**src/rtl/fifo36_pkg.sv**
```systemverilog
// fifo36_pkg: shared fifo36 stream field positions and arbiter state encoding.
// No ports; imported by the fifo36_arb_n design files.
package fifo36_pkg;
    localparam int FIFO36_SOF    = 32;
    localparam int FIFO36_EOF    = 33;
    localparam int FIFO36_OCC_HI = 35;
    localparam int FIFO36_OCC_LO = 34;
    // Channel indices fit in 3 bits because NUM_CH is at most 8.
    localparam int IDX_W = 3;
    typedef enum logic {
        IDLE = 1'b0,
        DATA = 1'b1
    } state_t;
endpackage

```
**src/rtl/fifo36_arb_n_if.sv**
```systemverilog
// fifo36_arb_n_if: N-channel fifo36 input streams plus one fifo36 output stream.
// data_i/src_rdy_i/dst_rdy_o: per-channel inputs and readies (channel k at data_i[36k+35:36k]).
// data_o/src_rdy_o/dst_rdy_i: merged output line, valid and downstream ready.
// slave: arbiter side; master: stream source/sink side.
interface fifo36_arb_n_if #(
    parameter int NUM_CH = 4
) ();
    logic [36*NUM_CH-1:0] data_i;
    logic [NUM_CH-1:0]    src_rdy_i;
    logic [NUM_CH-1:0]    dst_rdy_o;
    logic [35:0]          data_o;
    logic                 src_rdy_o;
    logic                 dst_rdy_i;
    modport slave (
        input  data_i, src_rdy_i, dst_rdy_i,
        output dst_rdy_o, data_o, src_rdy_o
    );
    modport master (
        output data_i, src_rdy_i, dst_rdy_i,
        input  dst_rdy_o, data_o, src_rdy_o
    );
endinterface

```
**src/rtl/fifo36_arb_n_rr_pick.sv**
```systemverilog
// rr_pick_n: combinational round-robin priority encoder over NUM_CH requests.
// req: request mask; last: previously granted index (search starts at last+1).
// found: any request set; idx: first requester at or after last+1, wrapping.
module rr_pick_n
    import fifo36_pkg::*;
#(
    parameter int NUM_CH = 4
) (
    input  logic [NUM_CH-1:0] req,
    input  logic [IDX_W-1:0]  last,
    output logic              found,
    output logic [IDX_W-1:0]  idx
);
    function automatic logic [IDX_W-1:0] nxt(input logic [IDX_W-1:0] l, input int i);
        int t;
        t = int'(l) + i;
        return IDX_W'(t >= NUM_CH ? t - NUM_CH : t);
    endfunction

    assign found = |req;

    // Walk from the farthest position back to last+1 so the nearest requester wins.
    always_comb begin
        idx = '0;
        for (int i = NUM_CH; i >= 1; i--)
            for (int j = 0; j < NUM_CH; j++)
                if (req[j] && nxt(last, i) == IDX_W'(j))
                    idx = IDX_W'(j);
    end
endmodule

```
**src/rtl/fifo36_arb_n.sv**
```systemverilog
// fifo36_arb_n: packet-atomic N-input fifo36 arbiter with per-channel enable and priority class.
// clk/reset: stream clock, async active-high reset; clear: sync clear of FSM and counter.
// set_stb/set_addr/set_data: setting bus, control word at BASE = {hi_mask[15:8], en_mask[7:0]}.
// s: stream interface (slave); status: {pkt_count, 12'b0, busy, grant}.
module fifo36_arb_n
    import fifo36_pkg::*;
#(
    parameter int         NUM_CH = 4,
    parameter logic [7:0] BASE   = 8'd0,
    parameter int         CNT_W  = 16
) (
    input  logic               clk,
    input  logic               reset,
    input  logic               clear,
    input  logic               set_stb,
    input  logic [7:0]         set_addr,
    input  logic [31:0]        set_data,
    fifo36_arb_n_if.slave      s,
    output logic [31:0]        status
);
    logic [7:0]        en_mask, hi_mask;
    logic [NUM_CH-1:0] elig, hi_elig, dst_sel;
    logic              hi_found, all_found, busy, sel_rdy, eof_xfer;
    logic [IDX_W-1:0]  hi_idx, all_idx;
    logic [35:0]       sel_data;
    state_t            state, state_n;
    logic [IDX_W-1:0]  grant, grant_n, last, last_n;
    logic [CNT_W-1:0]  pkt_count, pkt_count_n;
    logic              unused_ok;

    // Masks hold all 8 bits; only the low NUM_CH bits ever reach the arbiter.
    assign unused_ok = ^{set_data[31:16], en_mask, hi_mask};

    always_ff @(posedge clk or posedge reset)
        if (reset) begin
            en_mask <= '1;
            hi_mask <= '0;
        end else if (set_stb && set_addr == BASE) begin
            en_mask <= set_data[7:0];
            hi_mask <= set_data[15:8];
        end

    assign elig    = s.src_rdy_i & en_mask[NUM_CH-1:0];
    assign hi_elig = elig & hi_mask[NUM_CH-1:0];

    rr_pick_n #(.NUM_CH(NUM_CH)) u_hi (
        .req   (hi_elig),
        .last  (last),
        .found (hi_found),
        .idx   (hi_idx)
    );

    rr_pick_n #(.NUM_CH(NUM_CH)) u_all (
        .req   (elig),
        .last  (last),
        .found (all_found),
        .idx   (all_idx)
    );

    assign busy = (state == DATA);

    // Output mux follows the registered grant, so data_o is data_i[0] when idle after reset.
    always_comb begin
        sel_data = s.data_i[35:0];
        sel_rdy  = s.src_rdy_i[0];
        dst_sel  = '0;
        for (int j = 0; j < NUM_CH; j++)
            if (grant == IDX_W'(j)) begin
                sel_data   = s.data_i[36*j +: 36];
                sel_rdy    = s.src_rdy_i[j];
                dst_sel[j] = busy && s.dst_rdy_i;
            end
    end

    assign s.data_o    = sel_data;
    assign s.src_rdy_o = busy && sel_rdy;
    assign s.dst_rdy_o = dst_sel;
    assign eof_xfer    = busy && sel_rdy && s.dst_rdy_i && sel_data[FIFO36_EOF];

    always_ff @(posedge clk or posedge reset)
        if (reset) begin
            state     <= IDLE;
            grant     <= '0;
            last      <= IDX_W'(NUM_CH - 1);
            pkt_count <= '0;
        end else begin
            state     <= state_n;
            grant     <= grant_n;
            last      <= last_n;
            pkt_count <= pkt_count_n;
        end

    // High class wins whenever any of its members is eligible; mask changes only matter here in IDLE.
    always_comb begin
        state_n     = state;
        grant_n     = grant;
        last_n      = last;
        pkt_count_n = pkt_count;
        if (clear) begin
            state_n     = IDLE;
            grant_n     = '0;
            last_n      = IDX_W'(NUM_CH - 1);
            pkt_count_n = '0;
        end else if (state == IDLE) begin
            state_n = all_found ? DATA : IDLE;
            grant_n = !all_found ? grant : hi_found ? hi_idx : all_idx;
        end else if (eof_xfer) begin
            state_n     = IDLE;
            last_n      = grant;
            pkt_count_n = pkt_count + 1'b1;
        end
    end

    assign status = {16'(pkt_count), 12'h000, busy, grant};
endmodule

```
**src/flat_wrapper.sv**
```systemverilog
// flat-port wrapper written by rule: the top's interface ports become plain ports
module fifo36_arb_n_flat import fifo36_pkg::*;
#(
    parameter int         NUM_CH = 4,
    parameter logic [7:0] BASE   = 8'd0,
    parameter int         CNT_W  = 16
)
  (clk, reset, clear, set_stb, set_addr, set_data, status, s_data_i, s_src_rdy_i, s_dst_rdy_i, s_dst_rdy_o, s_data_o, s_src_rdy_o);
  fifo36_arb_n_if #(.NUM_CH(NUM_CH)) s_i ();
  input  logic clk;
  input  logic reset;
  input  logic clear;
  input  logic set_stb;
  input  logic [7:0] set_addr;
  input  logic [31:0] set_data;
  output logic [31:0] status;
  input wire logic [$bits(s_i.data_i)-1:0] s_data_i;
  input wire logic [$bits(s_i.src_rdy_i)-1:0] s_src_rdy_i;
  input wire logic [$bits(s_i.dst_rdy_i)-1:0] s_dst_rdy_i;
  output wire logic [$bits(s_i.dst_rdy_o)-1:0] s_dst_rdy_o;
  output wire logic [$bits(s_i.data_o)-1:0] s_data_o;
  output wire logic [$bits(s_i.src_rdy_o)-1:0] s_src_rdy_o;
  assign s_i.data_i = s_data_i;
  assign s_i.src_rdy_i = s_src_rdy_i;
  assign s_i.dst_rdy_i = s_dst_rdy_i;
  assign s_dst_rdy_o = s_i.dst_rdy_o;
  assign s_data_o = s_i.data_o;
  assign s_src_rdy_o = s_i.src_rdy_o;
  fifo36_arb_n #(.NUM_CH(NUM_CH), .BASE(BASE), .CNT_W(CNT_W)) u_core (.clk(clk), .reset(reset), .clear(clear), .set_stb(set_stb), .set_addr(set_addr), .set_data(set_data), .s(s_i), .status(status));
endmodule
```
**config.mk**
```make
export PLATFORM = sky130hd
export DESIGN_NAME = fifo36_arb_n_flat
export DESIGN_NICKNAME = d
export VERILOG_FILES = /design/src/rtl/fifo36_pkg.sv /design/src/rtl/fifo36_arb_n_if.sv /design/src/rtl/fifo36_arb_n_rr_pick.sv /design/src/rtl/fifo36_arb_n.sv /design/src/flat_wrapper.sv
export SDC_FILE = /design/constraint.sdc
export NUM_CORES = 1
export LEC_CHECK = 0
export BUFFER_PORTS_ARGS = -buffer_cell sky130_fd_sc_hd__buf_2
export CAP_MARGIN = 15
export CORE_AREA = 2 2 104 106
export DETAILED_ROUTE_END_ITERATION = 8
export DIE_AREA = 0 0 106 108
export SYNTH_ARGS = -nofsm -noshare
export SYNTH_HDL_FRONTEND = slang
export SYNTH_SLANG_ARGS = --single-unit
export TNS_END_PERCENT = 50
```
**constraint.sdc**
```tcl
create_clock -name clk -period 2.3 [get_ports clk]
set_clock_uncertainty 0.2 [all_clocks]
set_input_delay 0.115 -clock clk [delete_from_list [all_inputs] [get_ports clk]]
set_output_delay 0.115 -clock clk [all_outputs]
set_load 0.03 [all_outputs]
```
==> summary.md, run 1 <==
| Metric | Value |
|---|---|
| Status | finished, final reports clean |
| Total number of yosys warnings | 0 |
| Via Count | 2819 |
| Routed length on met2 | around 5.4 mm |
| GRT Total Usage | about 18% |
| Initial core utilization | about a quarter |
| WP data required | 1.99 ns |
| Worst vdd ir | 0.3196 mV |
| RSZ-0062 raised after global routing | false |
| Critical path's slowest cell | mux4_2 |
| Max Freq | 0.4786 GHz |
| DIE WIDTH | 106 µm |
| Largest family of logic cells by synthesized area | multiplexers |
| Yosys reg bits | 29 |
| Setup Fix Bufs, Post-CTS | 0 |
| Worst path max stage delay | 0.56 ns |
| Number of I/O pins | roughly 270 |
| # nets final | 649 |
| Setup violations, final | 0 |
| Proportion of synthesized chip area in sequential cells | roughly 29% |
| Async SR Flop Fraction | 100.0% |
| Pwr per Cell Area | 405.5 nW/µm² |
| Total Wirelength | ~10 mm |
| Die Area | about 11000 µm² |
| Global-route wire length before repair | ~15 mm |
| Max-cap violations | 0 |
| CP arrival | 1.77 ns |
| TNS Setup | 0 ns |
| Layout Utilization | 38.74% |
| Synth top cells by count | mux4_2 (37), dfrtp_1 (23), nor2_1 (21) |
| Fin crit share | 90.84% |
| Final min period | between 2 and 2.5 ns |
| Post-synth design cell area | 2572 µm² |
| Die Ht | approximately 110 µm |
| Met3 routed WL | between 800 and 900 µm |
| Synth Area in Compound Gates | between 4 and 5% |
| Syn avg cell area | 11.48 µm² |
| GP Congestion | ~0.88 |
| Synth Area in XOR/XNOR | under 10% |
| Buffers on Ports | between 200 and 250 |
| Clk sinks | 29 |
| Worst Setup End Kind | output port |
| Htree depth | 2 |
| Clock Pin Slew Worst Setup and Hold Paths | around 0.07 ns |
| Max FO, Critical Path | 15 |
| Layout cells sized above 1 | around 65% |
| Synth area leader | mux4_2 |
| Simple-Gate Fraction of Synth Area | approximately 17% |
| Root buffer cell | clkbuf_8 |
| Min Hold Slack | around 0.039 ns |
| Max Transition Viols Final | 0 |
| Crit Path Class | register to output port |
| Number of remaining DRC errors | 0 |
| Largest net degree at the start of global routing | between 40 and 50 |
| Post-synth top area share | 32.39% |
| Initial antenna violation count | 2 |
| Filler Cell Count | 1035 |
| Total gr overflow | 0 |
| Slew headroom | approximately 66% |
| Drt first pass iters | 4 |
| Worst skew pair latency | roughly 0.28 ns |
| Vias in the first global route | roughly 2.9k |
| Worst path cell trace | buf_4 -> mux4_2 -> buf_2 |
| Largest cells by area after synthesis | mux4_2 (32%), dfrtp_1 (22%), dfstp_2 (6.1%) |
| PnR Total Power | roughly 1.6 mW |
| Mux cell area share after synthesis | 36.28% |
| CP Launch Type | register |
| Top FF cell, synth | dfrtp_1 |
| Core area | 10230 µm² |
| Unique masters post-synth | 47 |
| Row count | 37 |
| Metal-1 WL | about 4.1 mm |
| Initial DRC Count | 166 |
| Post-synth EDFFs | 0 |
| Lkg Pwr | approximately 1.9 nW |
| Mapped Cells | approximately 220 |
| CTS buffer count | 5 |
| CTS tree | done |
| Final HPWL DP | around 8.8 mm |
| Tightest Pin Transition | ~0.51 ns |
| Max layer used | met4 |
| Adder-Cell Fraction of Synth Area | less than 1% |
| Hold Crit Class | primary input to register |
| Vias per cell | 4.746 |
| Clock Tree Buf Depth | 2 |
| Count of final hold-check violations | 0 |
| Synth-to-Final Area Change | 54.09% |
| Most frequent cell after synthesis | mux4_2 |
| Wirelength per Cell | 17.65 µm |
| Final ANT Viol Nets | 0 |
## per-stage QoR
step,cell area (µm²),setup WS (ns),cells
after floorplan,2618,0.03046,236
after global placement,3782,0.3295,575
after detailed placement,3782,0.3039,575
after CTS,3959,0.1846,592
after global routing,3964,0.1250,594
final,3964,0.2106,594
## routing by layer
metal  vias to the layer above  GRT usage, %
li1                       1301             -
met3                        12         3.978
met1                      1367         20.49
met4                         0         5.827
met2                       139         31.80
met5                         -             0
## registers in the layout, indices dropped and copies added, names as in the netlist
| register | flops |
|---|---|
| u_core.busy | 1 |
| u_core.en_mask | 4 |
| u_core.grant | 2 |
| u_core.hi_mask | 4 |
| u_core.last | 2 |
| u_core.pkt_count | 16 |
## cells by family (layout without fill, tap and decap cells)
logic type / Yosys count / in the layout
multiplexers: 46 / 46
adder cells (fa/ha/maj): 1 / 1
buffers and inverters: 32 / 252
AO/OA/AOI/OAI: 17 / 17
AND/OR/NAND/NOR: 83 / 83
XOR/XNOR: 15 / 15
other: 1 / 15
flip-flops: 29 / 29
## critical path: cells and delay by family (launching register included)
| family | cells | cell delay, ns |
|---|---|---|
| buffers and inverters | 2 | 0.49 |
| multiplexers | 1 | 0.56 |
| flip-flops | 1 | 0.44 |
## what timing repair did
action	CTS	global route
hold endpoints to repair	33	0
setup endpoints to repair	0	0
gates resized for setup	0	0
hold buffers	9	0
## layout make-up
type | instances | area (µm²) | share of cell area (%)
timing repair buffer | 241 | 1274 | 32.13
inverter | 3 | 11.26 | 0.2841
sequential | 29 | 735.7 | 18.56
multi-input combinational | 175 | 1682 | 42.42
clock buffer | 5 | 68.82 | 1.736
antenna | 2 | 5.005 | 0.1263
clock inverter | 3 | 17.52 | 0.4419
tap | 136 | 170.2 | 4.293
## layout by cell type, fill, tap and decap left out, types with 2 or more instances in the layout
cell           instances
nand3b_1               2
diode_2                2
nand2_1               19
and3_1                 3
a21oi_1                4
mux2_2                 8
dlygate4sd3_1          9
dfrtp_1               21
buf_2                228
clkinv_2               2
a211oi_1               2
dfrtp_2                2
conb_1                13
nor4_1                 2
nor2_1                21
inv_1                  3
mux4_2                37
xnor2_1                8
buf_4                  3
nand3_1               11
xor2_1                 7
nand4_1                5
dfstp_2                6
clkbuf_8               5
and2_1                 2
nor3_1                 7
## power by group
group          switching [mW]  total (mW)  internal (mW)
Combinational           0.352       0.646          0.294
Sequential             0.0145       0.540          0.525
Clock                   0.213       0.422          0.209
Total                   0.580        1.61           1.03
## final timing paths
kind	end	from	slack, ns	cells after the start
worst max register to register	u_core.pkt_count[4]	u_core.grant[0]	0.32	5
worst max-delay path	s_data_o[31]	u_core.grant[0]	0.21	3
worst min register to register	u_core.hi_mask[0]	u_core.hi_mask[0]	0.32	1
max in group asynchronous	u_core.en_mask[0]	reset	1.34	4
worst min-delay path	u_core.pkt_count[13]	clear	0.04	2
min in group asynchronous	u_core.hi_mask[3]	reset	0.25	4
Note: power is estimated with default switching activity, not from simulation.
==> inputs of run 2 (changes only) <==
CORE_AREA = unset   (was 2 2 104 106)
CORE_ASPECT_RATIO = 0.5   (was unset)
CORE_MARGIN = 8   (was unset)
CORE_UTILIZATION = 33   (was unset)
DIE_AREA = unset   (was 0 0 106 108)
PLACE_DENSITY = 0.79   (was unset)
clock period = 1.9 ns   (was 2.3 ns; I/O delays follow)
==> summary.md, run 2 (synthesized netlist as in run 1, its figures left out) <==
| Metric | Value |
|---|---|
| Status | finished, violations left |
| Failing checks | negative setup slack |
| Worst path max stage delay | ~0.55 ns |
| Count of final hold-check violations | 0 |
| Layout cells sized above 1 | between 60% and 70% |
| Post-DP Area | between 3000 and 4000 µm² |
| TNS Setup | -1.526 ns |
| Root buffer cell | clkbuf_16 |
| Clock Pin Slew Worst Setup and Hold Paths | roughly 0.05 ns |
| Pre-CTS setup slack | between 0.03 and 0.04 ns |
| DIE WIDTH | around 140 µm |
| Row count | 22 |
| Vias per cell | around 5.3 |
| Setup violations, final | between 40 and 50 |
| Design area | 4414 µm² |
| Max FO, Critical Path | 6 |
| Synth-to-Final Area Change | 71.60% |
| Ant. Diodes | 0 |
| Number of I/O pins | about 270 |
| Initial DRC Count | between 200 and 250 |
| Max Freq | 0.5026 GHz |
| Final HPWL DP | between 9 and 10 mm |
| CTS tree | done |
| Worst vdd ir | 0.4532 mV |
| Worst Setup End Kind | output port |
| Register Area | roughly 740 µm² |
| GP Congestion | between 0.9 and 1 |
| Global-route wire length before repair | around 18 mm |
| Pwr per Cell Area | 538.8 nW/µm² |
| Filler Cell Count | approximately 630 |
| CP Launch Type | register |
| Routed length on met2 | around 6.3 mm |
| Max layer used | met5 |
| Core area | roughly 7400 µm² |
| Final min period | roughly 2.0 ns |
| CTS buffer count | 5 |
| Clock Tree Buf Depth | 2 |
| Hold Crit Class | primary input to register |
| Max-cap violations | 0 |
| Most flops, register | u_core.pkt_count |
| Final ANT Viol Nets | 0 |
| Total Wirelength | around 12 mm |
| Number of remaining DRC errors | 0 |
| Commonest non-fill, non-tap cell in the layout | buf_2 |
| Worst path cell trace | buf_12 -> buf_12 -> mux4_2 -> buf_6 |
| RSZ-0062 raised after global routing | true |
| Via Count | just under 3k |
| Total gr overflow | 0 |
| Clk sinks | 29 |
| Lkg Pwr | 2.126 nW |
| Layout Utilization | about three fifths |
| Max FFs per register | 16 |
| Critical path's slowest cell | mux4_2 |
| Initial core utilization | between 30% and 40% |
| WP data required | between 1.5 and 2 ns |
| Drt first pass iters | 4 |
| Die Area | about 11000 µm² |
| Top Registers | u_core.pkt_count x16, u_core.en_mask x4, u_core.hi_mask x4 |
| GRT Total Usage | a little over a fifth |
| Buffers on Ports | ~230 |
| Met3 routed WL | between 1 and 1.5 mm |
| Final non-filler cell total | about 570 |
| Most frequent cells in the layout | buf_2 (192), mux4_2 (37), buf_6 (35) |
| # nets final | around 660 |
| Placed insts | 544 |
| Worst skew pair latency | around 0.27 ns |
| Final worst slack | -0.08958 ns |
| Htree depth | 2 |
| Largest net degree at the start of global routing | 30 |
| Initial antenna violation count | 1 |
| Max Transition Viols Final | 0 |
| Vias in the first global route | slightly above 3k |
| Fin crit share | 104.7% |
| Metal-1 WL | 4.703 mm |
| Most frequent CP cell | buf_12 |
| Crit Path Class | register to output port |
| Wirelength per Cell | 21.65 µm |
| CP arrival | approximately 1.7 ns |
| Die Ht | approximately 80 µm |
| Area of the multi-input gates | around 1700 µm² |
[run 2: changes by cell type in the layout (fill, tap and decap cells not counted), moves of 3 or more]
cell       previous run  this run
buf_6                 0        35
clkbuf_8              5         1
buf_4                 3        15
nor3_2                0         3
nor3_1                7         4
buf_2               228       192
clkbuf_16             0         7
[run 2: cell type report]
type,count,area share (%)
multi-input combinational,175,39.26
timing repair buffer,256,37.78
sequential,29,16.67
clock buffer,8,3.316
tap,96,2.721
inverter,3,0.2551
[run 2: through the flow]
step,power (mW),hold WS [ns]
3_5_place_dp,1.427,-0.008610
4_1_cts,2.346,0.03107
6_report,2.378,0.01675
5_1_grt,2.465,0.05741
2_1_floorplan,1.160,-0.03141
3_3_place_gp,1.413,-0.01478
[run 2: worst paths after layout]
kind	start	slack (ns)	cells past startpoint	end
max in group asynchronous	reset	0.95	4	u_core.last[1]
max	u_core.grant[0]	-0.09	4	s_data_o[27]
max reg2reg	u_core.grant[0]	-0.03	5	u_core.pkt_count[15]
min reg2reg	u_core.hi_mask[0]	0.31	1	u_core.hi_mask[0]
min	clear	0.02	2	u_core.pkt_count[15]
min in group asynchronous	reset	0.24	4	u_core.pkt_count[14]
[run 2: power by group]
group / switching [mW] / total, mW / internal (mW)
clock: 0.259 / 0.780 / 0.521
sequential: 0.0159 / 0.653 / 0.637
combinational: 0.464 / 0.945 / 0.481
[run 2: timing repair]
| item | 4_1_cts | 5_1_grt |
|---|---|---|
| hold buffers | 9 | 0 |
| endpoints found under the setup margin | 36 | 50 |
| gates cloned | 0 | 2 |
| pin swaps | 2 | 9 |
| hold endpoints to repair | 35 | 0 |
| gates resized for setup | 77 | 7 |
| buffers inserted | 0 | 4 |
[run 2: worst max-delay path: cells and delay by family, from the launching register on]
family                 cells  cell delay (ns)
DFF                        1             0.43
muxes                      1             0.55
buffers and inverters      3             0.44
[run 2: per-layer routing]
metal,vias up,track usage (%)
met2,129,36.96
met4,2,5.851
met1,1492,25.65
li1,1331,-
met5,-,0
met3,23,4.949
==> inputs of run 3 (changes only) <==
ABC_AREA = 1   (was unset)
CORE_MARGIN = 2   (was 8)
CORE_UTILIZATION = 38   (was 33)
SYNTH_HIERARCHICAL = 1   (was unset)
==> summary.md, run 3 <==
| Metric | Value |
|---|---|
| Status | finished, violations left |
| Failing checks | negative setup slack |
| Synth Area in Compound Gates | between 10% and 20% |
| Logic gate share of total power | 70.7% |
| Drt first pass iters | 7 |
| P_int | just under 3 mW |
| R2R depth | 18 |
| Worst skew pair latency | around 0.27 ns |
| Number of I/O pins | 266 |
| PnR Total Power | about 5.3 mW |
| R2R Path End | u_core/grant[0] |
| Clk sinks | 31 |
| Root buffer cell | clkbuf_16 |
| Synth area leader | dfrtp_1 |
| Die Area | 10390 µm² |
| Crit Path Class | register to register |
| Most frequent cells in the layout | buf_2 (190), nand2_1 (115), buf_6 (53) |
| Worst Setup End Kind | register |
| Fin crit share | 122.1% |
| Met1 Usage GRT | ~36% |
| Largest family of logic cells by synthesized area | simple AND/OR/NAND/NOR gates |
| Commonest non-fill, non-tap cell in the layout | buf_2 |
| Psw | between 2 and 2.5 mW |
| Number of remaining DRC errors | 0 |
| RSZ-0062 raised after global routing | true |
| Vias per cell | around 5.7 |
| Syn avg cell area | 6.384 µm² |
| Via Count | between 5k and 6k |
| Synth-to-Final Area Change | 88.99% |
| Hold Crit Class | primary input to register |
| Largest net degree at the start of global routing | 32 |
| CP arrival | 2.27 ns |
| Max FO, Critical Path | 5 |
| Most frequent cell after synthesis | nand2_1 |
| CP Launch Point | u_core/last[0] |
| Layout cells sized above 1 | around 58% |
| Clock Tree Buf Depth | 2 |
| Final HPWL DP | 10.96 mm |
| Post-synth top area share | between 10% and 20% |
| Row count | 25 |
| Post-synth design cell area | roughly 3600 µm² |
| R2R Setup Slk | -0.42 ns |
| Pwr per Cell Area | 768.1 nW/µm² |
| Die Ht | around 73 µm |
| Mapped Cells | 568 |
| Total gr overflow | 0 |
| Reg2reg start | u_core/last[0] |
| CP Launch Type | register |
| Sw frac | a little under half |
| Worst vdd ir | approximately 0.5 mV |
| Synth top cells by count | nand2_1 (129), nor2_1 (59), a21oi_1 (55) |
| Unique masters post-synth | 37 |
| Seq pwr share | between 10% and 20% |
| Proportion of synthesized chip area in sequential cells | 21.60% |
| Total Wirelength | 18.93 mm |
| Post-synth EDFFs | 0 |
| Clock Pin Slew Worst Setup and Hold Paths | 0.05 ns |
| Max Transition Viols Final | 0 |
| GP Congestion | 0.9875 |
| Total number of yosys warnings | 6 |
| Synth Area in XOR/XNOR | between 3 and 4% |
| Final min period | about 2.3 ns |
| End of the critical path | u_core/grant[0] |
| Max FFs per register | 16 |
| Max-cap violations | 0 |
| Clk pwr share | about 15% |
| Ant. Diodes | 0 |
| Wirelength per Cell | between 15 and 20 µm |
| Initial antenna violation count | 0 |
| Adder-Cell Fraction of Synth Area | 1.035% |
| Htree depth | 2 |
| Largest cells by area after synthesis | dfrtp_1 (17%), nand2_1 (13%), a21oi_1 (7.6%) |
| Max Freq | about 0.43 GHz |
| DIE WIDTH | between 100 and 150 µm |
| Vias in the first global route | between 5k and 6k |
| Setup violations, final | 61 |
| CTS buffer count | 5 |
| Layout Utilization | approximately three quarters |
| Lkg Pwr | 3.447 nW |
| Global-route wire length before repair | around 25 mm |
| WP data required | between 1.5 and 2 ns |
| Final worst slack | -0.4204 ns |
| Initial core utilization | approximately 39% |
| CTS tree | done |
| # nets final | around 1.1k |
| GR Layer Usage met3 | under 10% |
| Core area | between 9000 and 10000 µm² |
| Final ANT Viol Nets | 0 |
| Async SR Flop Fraction | 100.0% |
| Register Area | between 700 and 800 µm² |
| Initial DRC Count | approximately 450 |
| GRT busiest layer | met2 |
| Buffers on Ports | approximately 230 |
| Filler Cell Count | between 600 and 700 |
| GRT Total Usage | 30.40% |
| Most flops, register | u_core/pkt_count |
| Simple-Gate Fraction of Synth Area | 44.55% |
| Area of the multi-input gates | 3067 µm² |
| Met2 global-route usage | between 50% and 60% |
| Mux cell area share after synthesis | 0% |
| Count of final hold-check violations | 0 |
| Top FF cell, synth | dfrtp_1 |
| Yosys reg bits | 31 |
| TNS Setup | -12.61 ns |
| Top Registers | u_core/pkt_count x16, u_core/en_mask x4, u_core/hi_mask x4 |
## run 3: changes by cell type after synthesis, sizes merged, moves of 8 or more
cell	change
nand2	+117
nand3	+57
a21oi	+51
nor2	+44
inv	+39
mux4	-37
o211ai	+27
or2	+26
o21ai	+24
clkbuf	+10
mux2	-8
nand3b	+8
## run 3: logic make-up (layout without fill, tap and decap cells)
| family | Yosys count | count (layout) |
|---|---|---|
| AO/OA/AOI/OAI | 111 | 111 |
| XOR/XNOR | 14 | 14 |
| adder cells (fa/ha/maj) | 3 | 3 |
| buffers and inverters | 85 | 373 |
| flip-flops | 31 | 31 |
| other | 3 | 14 |
| AND/OR/NAND/NOR | 321 | 326 |
## run 3: worst min-delay path by stage
stage | from | end | slack (ns) | cells past startpoint
2_1_floorplan | reset | u_core/busy | -0.006 | 1
6_report | set_addr[2] | u_core/en_mask[0] | 0.03 | 5
4_1_cts | set_addr[2] | u_core/en_mask[0] | 0.03 | 5
3_5_place_dp | reset | u_core/pkt_count[15] | -0.005 | 3
5_1_grt | set_addr[2] | u_core/en_mask[0] | 0.09 | 5
3_3_place_gp | reset | u_core/pkt_count[15] | -0.01 | 3
## run 3: critical path, cell delays in order, from the launching register on
cell and delay (ns):
dfstp_2 0.57, buf_4 0.14, inv_2 0.04, nor2_2 0.15
nand3_2 0.12, nand2_1 0.11, nand2_1 0.05, nand2_1 0.05
nand2_1 0.05, nand2_1 0.08, nand2_1 0.06, nand2_1 0.06
nand2_1 0.06, nand2_1 0.07, nand2_1 0.05, nand2_1 0.07
nand2_1 0.07, nor2_1 0.13, o32ai_2 0.09
## run 3: metal layers
metal	up-vias	part of all wire [%]
met1	2607	38
met4	0	5.4
li1	2484	-
met5	-	0
met2	415	48
met3	110	9.0
## run 3: final cells by class
class,instances,share of cell area [%]
Timing Repair Buffer,323,36.83
Tap cell,121,2.209
Sequential cell,31,11.47
Multi-Input combinational cell,468,44.75
Inverter,42,2.593
Clock inverter,1,0.07303
Clock buffer,7,2.081
## run 3: power groups by stage
stage	combinational (mW)	sequential (mW)	clock, mW
5_1_grt	3.88	0.757	0.823
2_1_floorplan	1.59	0.793	0
4_1_cts	3.32	0.750	0.799
3_3_place_gp	2.37	0.753	0
6_report	3.72	0.752	0.791
3_5_place_dp	2.41	0.756	0
## run 3: timing repair
| item | in CTS | in global routing |
|---|---|---|
| gates resized for setup | 153 | 77 |
| setup endpoints to repair | 60 | 63 |
| endpoints found under the hold margin | 34 | 0 |
| cloned | 9 | 7 |
| pin swaps | 38 | 38 |
| hold buffers | 10 | 0 |
| setup buffers | 25 | 6 |
## run 3: per-stage QoR
step           cells  worst slack (ns)  area, µm²  hold WS [ns]
2_1_floorplan    579           -0.1855       3816     -0.006010
3_3_place_gp     932           -0.1519       5249      -0.01085
3_5_place_dp     932           -0.2315       5249     -0.005125
4_1_cts          984           -0.2378       6477       0.03126
5_1_grt          993           -0.5579       6853       0.08548
6_report         993           -0.4204       6853       0.03320
